<file path="src/rtl/pc_fetch_ctrl.sv">
// Program-counter fetch sequencer: boot delay, imem handshake, next-PC selection,
// stall/halt/timeout handling and a saturating retired-instruction counter.
module pc_fetch_ctrl #(
  parameter int unsigned       ADDR_W     = 8,
  parameter logic [ADDR_W-1:0] RESET_PC   = '0,
  parameter int unsigned       BOOT_DELAY = 2,
  parameter int unsigned       TIMEOUT    = 15
) (
  input  logic              clock,
  input  logic              reset,
  input  logic [ADDR_W-1:0] pc_cur,
  input  logic              imem_ack,
  input  logic              branch_taken,
  input  logic [ADDR_W-1:0] branch_target,
  input  logic              jump,
  input  logic [ADDR_W-1:0] jump_target,
  input  logic              stall,
  input  logic              halt,
  output logic              imem_req,
  output logic [ADDR_W-1:0] imem_addr,
  output logic              instr_valid,
  output logic              pc_we,
  output logic [ADDR_W-1:0] pc_next,
  output logic              halted,
  output logic              fetch_err,
  output logic [15:0]       retire_count
);

  typedef enum logic [1:0] {
    ST_BOOT,
    ST_FETCH,
    ST_EXEC,
    ST_HALTED
  } state_t;

  localparam logic [3:0] BOOT_LAST = 4'(BOOT_DELAY - 1);
  localparam logic [7:0] WAIT_LAST = 8'(TIMEOUT - 1);

  state_t            state_q, state_d;
  logic [3:0]        boot_cnt_q, boot_cnt_d;
  logic [7:0]        wait_cnt_q, wait_cnt_d;
  logic              halted_q, halted_d;
  logic              fetch_err_q, fetch_err_d;
  logic [15:0]       retire_q, retire_d;
  logic              advance;
  logic [ADDR_W-1:0] target;

  // Jump outranks a taken branch, which outranks the sequential successor.
  always_comb begin
    advance = (state_q == ST_EXEC) && !halt && !stall;
    if (jump) begin
      target = jump_target;
    end else if (branch_taken) begin
      target = branch_target;
    end else begin
      target = pc_cur + ADDR_W'(1);
    end
  end

  assign imem_req     = (state_q == ST_FETCH);
  assign imem_addr    = pc_cur;
  assign instr_valid  = (state_q == ST_EXEC);
  assign pc_we        = advance;
  assign pc_next      = (state_q == ST_EXEC) ? target : RESET_PC;
  assign halted       = halted_q;
  assign fetch_err    = fetch_err_q;
  assign retire_count = retire_q;

  always_comb begin
    state_d     = state_q;
    boot_cnt_d  = boot_cnt_q;
    wait_cnt_d  = wait_cnt_q;
    halted_d    = halted_q;
    fetch_err_d = fetch_err_q;
    retire_d    = retire_q;

    case (state_q)
      ST_BOOT: begin
        if (boot_cnt_q == BOOT_LAST) begin
          state_d    = ST_FETCH;
          wait_cnt_d = '0;
        end else begin
          boot_cnt_d = boot_cnt_q + 4'd1;
        end
      end
      // An ack in the final allowed wait cycle still wins over the timeout.
      ST_FETCH: begin
        if (imem_ack) begin
          state_d = ST_EXEC;
        end else if (wait_cnt_q == WAIT_LAST) begin
          state_d     = ST_HALTED;
          halted_d    = 1'b1;
          fetch_err_d = 1'b1;
        end else begin
          wait_cnt_d = wait_cnt_q + 8'd1;
        end
      end
      ST_EXEC: begin
        if (halt) begin
          state_d  = ST_HALTED;
          halted_d = 1'b1;
        end else if (!stall) begin
          state_d    = ST_FETCH;
          wait_cnt_d = '0;
        end
      end
      ST_HALTED: begin
        state_d = ST_HALTED;
      end
      default: begin
        state_d = ST_BOOT;
      end
    endcase

    if (advance && (retire_q != 16'hFFFF)) begin
      retire_d = retire_q + 16'd1;
    end
  end

  always_ff @(posedge clock or posedge reset) begin
    if (reset) begin
      state_q     <= ST_BOOT;
      boot_cnt_q  <= '0;
      wait_cnt_q  <= '0;
      halted_q    <= 1'b0;
      fetch_err_q <= 1'b0;
      retire_q    <= '0;
    end else begin
      state_q     <= state_d;
      boot_cnt_q  <= boot_cnt_d;
      wait_cnt_q  <= wait_cnt_d;
      halted_q    <= halted_d;
      fetch_err_q <= fetch_err_d;
      retire_q    <= retire_d;
    end
  end

endmodule

</file>
<file path="config.mk">
export PLATFORM = sky130hd
export DESIGN_NAME = pc_fetch_ctrl
export DESIGN_NICKNAME = d
export VERILOG_FILES = /design/src/rtl/pc_fetch_ctrl.sv
export SDC_FILE = /design/constraint.sdc
export NUM_CORES = 1
export LEC_CHECK = 0
export BUFFER_PORTS_ARGS = -buffer_cell sky130_fd_sc_hd__buf_4
export CAP_MARGIN = 0
export CORE_UTILIZATION = 54
export DETAILED_ROUTE_END_ITERATION = 10
export PLACE_DENSITY = 0.87
export SLEW_MARGIN = 20
export SYNTH_ARGS = -nofsm -noshare
export SYNTH_HDL_FRONTEND = slang
export SYNTH_SLANG_ARGS = --single-unit
</file>
<file path="constraint.sdc">
create_clock -name clock -period 3.15 [get_ports clock]
set_input_delay 0.7875 -clock clock [delete_from_list [all_inputs] [get_ports clock]]
set_output_delay 0.7875 -clock clock [all_outputs]
set_load 0.01 [all_outputs]
</file>
After elaboration in Yosys (flattened, before gate mapping)
Index checks and enable logic that the tools add are counted.
{ "word_totals": {"regBits": 32, "latch_bits": 0, "mem_bits_rw": 0, "mem_bits_ro": 0, "inputBits": 31, "output_inout_bits": 37, "mem_count": 0} }
{ "classes": {"n_addsub": 4, "mul": 0, "div_mod_pow": 0, "n_lt_le_gt_ge": 0, "eq_ne": 15, "shifts": 0, "n_mux": 19, "n_bitwise": 2, "reduce_logical": 13} }
{ "ops": {"columns": ["op", "count"], "rows": [
  ["$mux 8", 8],
  ["$pmux 8 s3", 1],
  ["$add 16x1->16 const B", 1],
  ["$add 8x1->8 const B", 2],
  ["$ne 16x16->1 const B", 1],
  ["$ne 2x2->1 const B", 6],
  ["$mux 2", 5],
  ["$eq 8x4->1 const B", 1],
  ["$pmux 2 s4", 1],
  ["$reduce_and 3->1", 2],
  ["$reduce_and 6->1", 1],
  ["$add 4x1->4 const B", 1],
  ["$eq 2x2->1 const B", 2],
  ["$eq 4x1->1 const B", 1],
  ["$reduce_and 4->1", 1],
  ["$logic_and 1x1->1", 3],
  ["$mux 1", 3],
  ["$ne 3x2->1 const B", 1],
  ["$ne 3x3->1 const B", 1],
  ["$reduce_bool 3->1", 1],
  ["$eq 2x1->1 const B", 1],
  ["$logic_not 1->1", 2],
  ["$logic_not 2->1", 1],
  ["$ne 2x1->1 const B", 1],
  ["other kinds (4)", 5]
]} }

Longest topological paths before layout
{ "depth": {"word_depth": 4, "depth_mapped": 6, "mapped_depth_nobuf": 6} }

Worst setup path before layout
No wires, ideal clock.
{ "synth_path": {"path_kind": "input port to output port", "from": "input jump", "to": "output pc_next[3]", "arrival_ns": 1.796, "t_required_ns": 2.362, "slack_ns": 0.567, "stages": 5, "path_buffers": 1, "path_cell_list": "clkbuf_1 -> clkinv_1 -> nand2_1 -> o22ai_1 -> a211oi_1"} }
{ "synth_between": {"elab_chain_cells": 2} }
{ "synth_rtl": {"columns": ["item", "line_no", "rtl"], "rows": [
  ["start, declared", "15", "input logic jump,"],
  ["$mux 8", "51", "if (jump) begin"],
  ["$mux 8", "64", "assign pc_next = (state_q == ST_EXEC) ? target : RESET_PC;"],
  ["end, declared", "23", "output logic [ADDR_W-1:0] pc_next,"]
]} }
No other way between the ends.

Worst setup path after layout
{ "layout_path": {"from": "input halt", "to": "output pc_we"} }
{ "layout_between": {"elab_chain_cells": 3} }
{ "layout_rtl": {"columns": ["item", "line_no", "rtl"], "rows": [
  ["start, declared", "18", "input logic halt,"],
  ["$logic_not 1->1", "50", "advance = (state_q == ST_EXEC) && !halt && !stall;"],
  ["$logic_and 1x1->1 (2 in a row)", "50", null],
  ["end, declared", "22", "output logic pc_we,"]
]} }
No other way between the ends.

==> impl_results.md <==
* Status: finished, final reports clean
* Most common cell after layout, fill and taps aside: buf_4
* Initial core utilization at 58.4%
* Worst relative slew slack at 59.9%
* Height of the die at 63 microns
* Hold buffers post-CTS at 0
* Crit-path max cell delay at 0.68 ns
* Post-Syn Instances at around 210
* CTS max path bufs at 2
* Yosys cell types at 47
* CP dominant cell by count: buf_4
* Drt drc at 0
* Clock-pin slew on the worst setup and hold paths at about 0.070 ns
* Crit-path max FO at 8
* Hold Path Sink: fetch_err
* H-tree depth at 2
* Layout Skew at 0.00484 ns
* Antenna Violating Nets Remaining at 0
* Total power at 1.33 mW
* GRT Overall Usage at 24.0%
* EDFF count, synth at 0
* Measured slew at the worst slew-check pin at 0.597 ns
* CORE AREA at ~3400 sq um
* Via density at 5.69
* Root Driver: clkbuf_8
* Max-capacitance violation count at 0
* Fin nets at 314
* Post-synthesis sequential area ratio at 39.9%
* Hold Crit Start: fetch_err
* Most frequent cells in the layout: 69 x buf_4, 32 x dfrtp_1, 17 x nand2_1
* DR WL/cell at approximately 14 microns
* Die area at roughly 4000 sq um
* Arr. time, crit path at slightly below 2 ns
* Fin crit period at ~2.7 ns
* Critical path buffer and inverter count at 3
* Post-synthesis average cell area at between 9 and 10 sq um
* Antenna cells at 0
* Worst skew pair latency at 0.29 ns
* Post-CTS sizing at 0
* Critical path class: primary input to primary output
* Yosys reg bits at 32
* Synth Flop Type: dfrtp_1
* Placement Rows at 21
* Mapped cell area at 2010 sq um
* Final RePlAce weighted congestion at 0.837
* Worst Reg2Reg Path Length in Cells at 6
* Area grow syn2layout at 29.9%
* Reg2Reg Launch Point: wait_cnt_q[0]
* DIE WIDTH at between 60 and 70 microns
* Pint at 0.904 mW
* Top Ports at 68
* TNS Setup at 0 ns
* Input/output buffers at 67
* Post-synth ARST share at 100%
* CP Cell Sequence: buf_4 > or4b_1 > inv_1 > buf_4
* Endpoint class of the critical path: primary output
* CP delay by family, top: simple AND/OR/NAND/NOR gates
* Hold Fails Final Rpt at 0
* Post-synthesis net count at 250
* Initial antenna violation count at 0
* R2R setup slack at 1.00 ns
* CTS Buf Count at 5
* Post-CTS Setup Bufs at 0
* Reg-to-Reg End: wait_cnt_q[0]
* Power share of the combinational group at 28.4%
* Yosys warning total at 0
* First-pass DRT Iterations at 4
* Pwr dens at 510 nW/um^2
* Iter 0 DRT Violations at 95
* Vias in the first global route at 1,628
* Share of cells above drive strength 1 at 29.9%
* Fin crit share at 86.3%
* Hold Path Stages at 1
* Max Fclk at 368 MHz
* DP HPWL at 3330 microns
* Clock power share at between 20 and 30%
* Peak VDD IR at 0.365 mV
* Crit path required time at 2.36 ns
* Count of final setup violators at 0
* Switch Pwr at 0.427 mW
* Slowest CP cell: or4b_1
* Wirelength, routed at 4550 microns
* Largest net degree at the start of global routing at 33
* Seq pwr share at 42.3%
* Global route total overflow at 0
* Sw Ratio at approximately a third
* Worst Hold Class: flop to flop
* Leakage at between 1 and 1.5 nW
* CTS tree: yes
* Clk sink count at 32
* CP Launch Type: primary input
* Fill count at 255
* Vias after detailed routing at approximately 1,800
* Count of pins over their slew limit at 0
* RSZ-0062 raised after global routing: false
* First-pass GRT wire length at 7380 microns
[power by group through the flow]
stage	clock network, mW	registers [mW]	logic (mW)
CTS	0.393	0.562	0.379
floorplan	0	0.558	0.218
detailed placement	0	0.568	0.373
global route	0.412	0.576	0.418
global placement	0	0.563	0.366
finish	0.390	0.563	0.378
[worst max path at each step]
stage	from	endpoint	slack, ns	cells after the start
5_1_grt	halt	pc_we	0.40	4
3_5_place_dp	halt	pc_we	0.45	4
6_report	halt	pc_we	0.43	4
3_3_place_gp	halt	pc_we	0.47	4
2_1_floorplan	jump	pc_next[3]	0.57	5
4_1_cts	halt	pc_we	0.45	4
[layout make-up]
| class | instances | area [sq um] | share of cell area, % |
|---|---|---|---|
| clock buffer | 6 | 72.6 | 2.78 |
| clock inverter | 2 | 35.0 | 1.34 |
| inverter | 8 | 30.0 | 1.15 |
| multi-input combinational | 161 | 1100 | 42.0 |
| sequential | 32 | 801 | 30.7 |
| tap | 46 | 57.6 | 2.21 |
| timing repair buffer | 69 | 518 | 19.8 |
[Yosys cell counts (2+ instances only)]
master	n	share of area, %
dfrtp_1	32	40
nand2_1	17	3.2
nor2_1	15	2.8
nand3_1	14	3.5
xnor2_1	11	4.8
nand4_1	9	2.8
nor3_1	9	2.2
a21oi_1	8	2.0
buf_4	8	3.0
xor2_1	8	3.5
and3_1	7	2.2
inv_1	7	1.3
ha_1	6	3.7
o21ai_0	6	1.5
mux2_2	4	2.2
a211oi_1	3	1.1
a221o_1	3	1.5
clkbuf_1	3	0.56
mux2i_1	3	1.5
nor2b_1	3	0.93
a211o_1	2	0.87
a21o_1	2	0.75
a22oi_1	2	0.75
and2b_1	2	0.75
and4_1	2	0.87
nand2b_1	2	0.62
nor3b_1	2	0.75
o22ai_1	2	0.62
or3_1	2	0.62
or4b_1	2	1.0
[per-stage QoR]
stage          std cells  cell area [sq um]  setup WS [ns]  hold slack [ns]  utilization, %
6_report             324               2610          0.430            0.461            75.8
5_1_grt              324               2610          0.400            0.488            75.8
4_1_cts              324               2610          0.450            0.467            75.8
3_5_place_dp         316               2500          0.451            0.452            72.7
3_3_place_gp         316               2500          0.472            0.441            72.7
2_1_floorplan        213               2010          0.567            0.446               -
[state kept, by name, summed over array words and instances (netlist names)]
| signal | count |
|---|---|
| retire_count | 16 |
| wait_cnt_q | 8 |
| boot_cnt_q | 4 |
| state_q | 2 |
| fetch_err | 1 |
| halted | 1 |
[per-layer routing]
metal / vias up / track usage, % / part of all wire [%] / routed length, microns
met5: - / 0 / 0 / 0
met4: 0 / 7.85 / 0.75 / 34
met3: 4 / 7.30 / 6.1 / 276
met2: 61 / 38.4 / 48 / 2170
met1: 876 / 30.6 / 45 / 2060
li1: 901 / - / - / -
[worst reg2reg max path, delay by kind of cell (launching register included)]
kind,cells,cell delay (ns)
buffers and inverters,1,0.10
and+or+nand+nor,2,0.86
adders and majority gates,1,0.13
muxes,1,0.20
AOI/OAI and AO/OA,1,0.36
DFF,1,0.43
[cell families (layout without fill, tap and decap cells)]
logic type | after synthesis | in the layout | share of synthesized area [%]
buffers and inverters | 20 | 85 | 5.60
XOR/XNOR | 19 | 19 | 8.28
AND/OR/NAND/NOR | 92 | 92 | 25.5
AO/OA/AOI/OAI | 36 | 36 | 12.7
flip-flops | 32 | 32 | 39.9
multiplexers | 8 | 8 | 4.30
adder cells (fa/ha/maj) | 6 | 6 | 3.74
(Power assumes the default switching activity.)
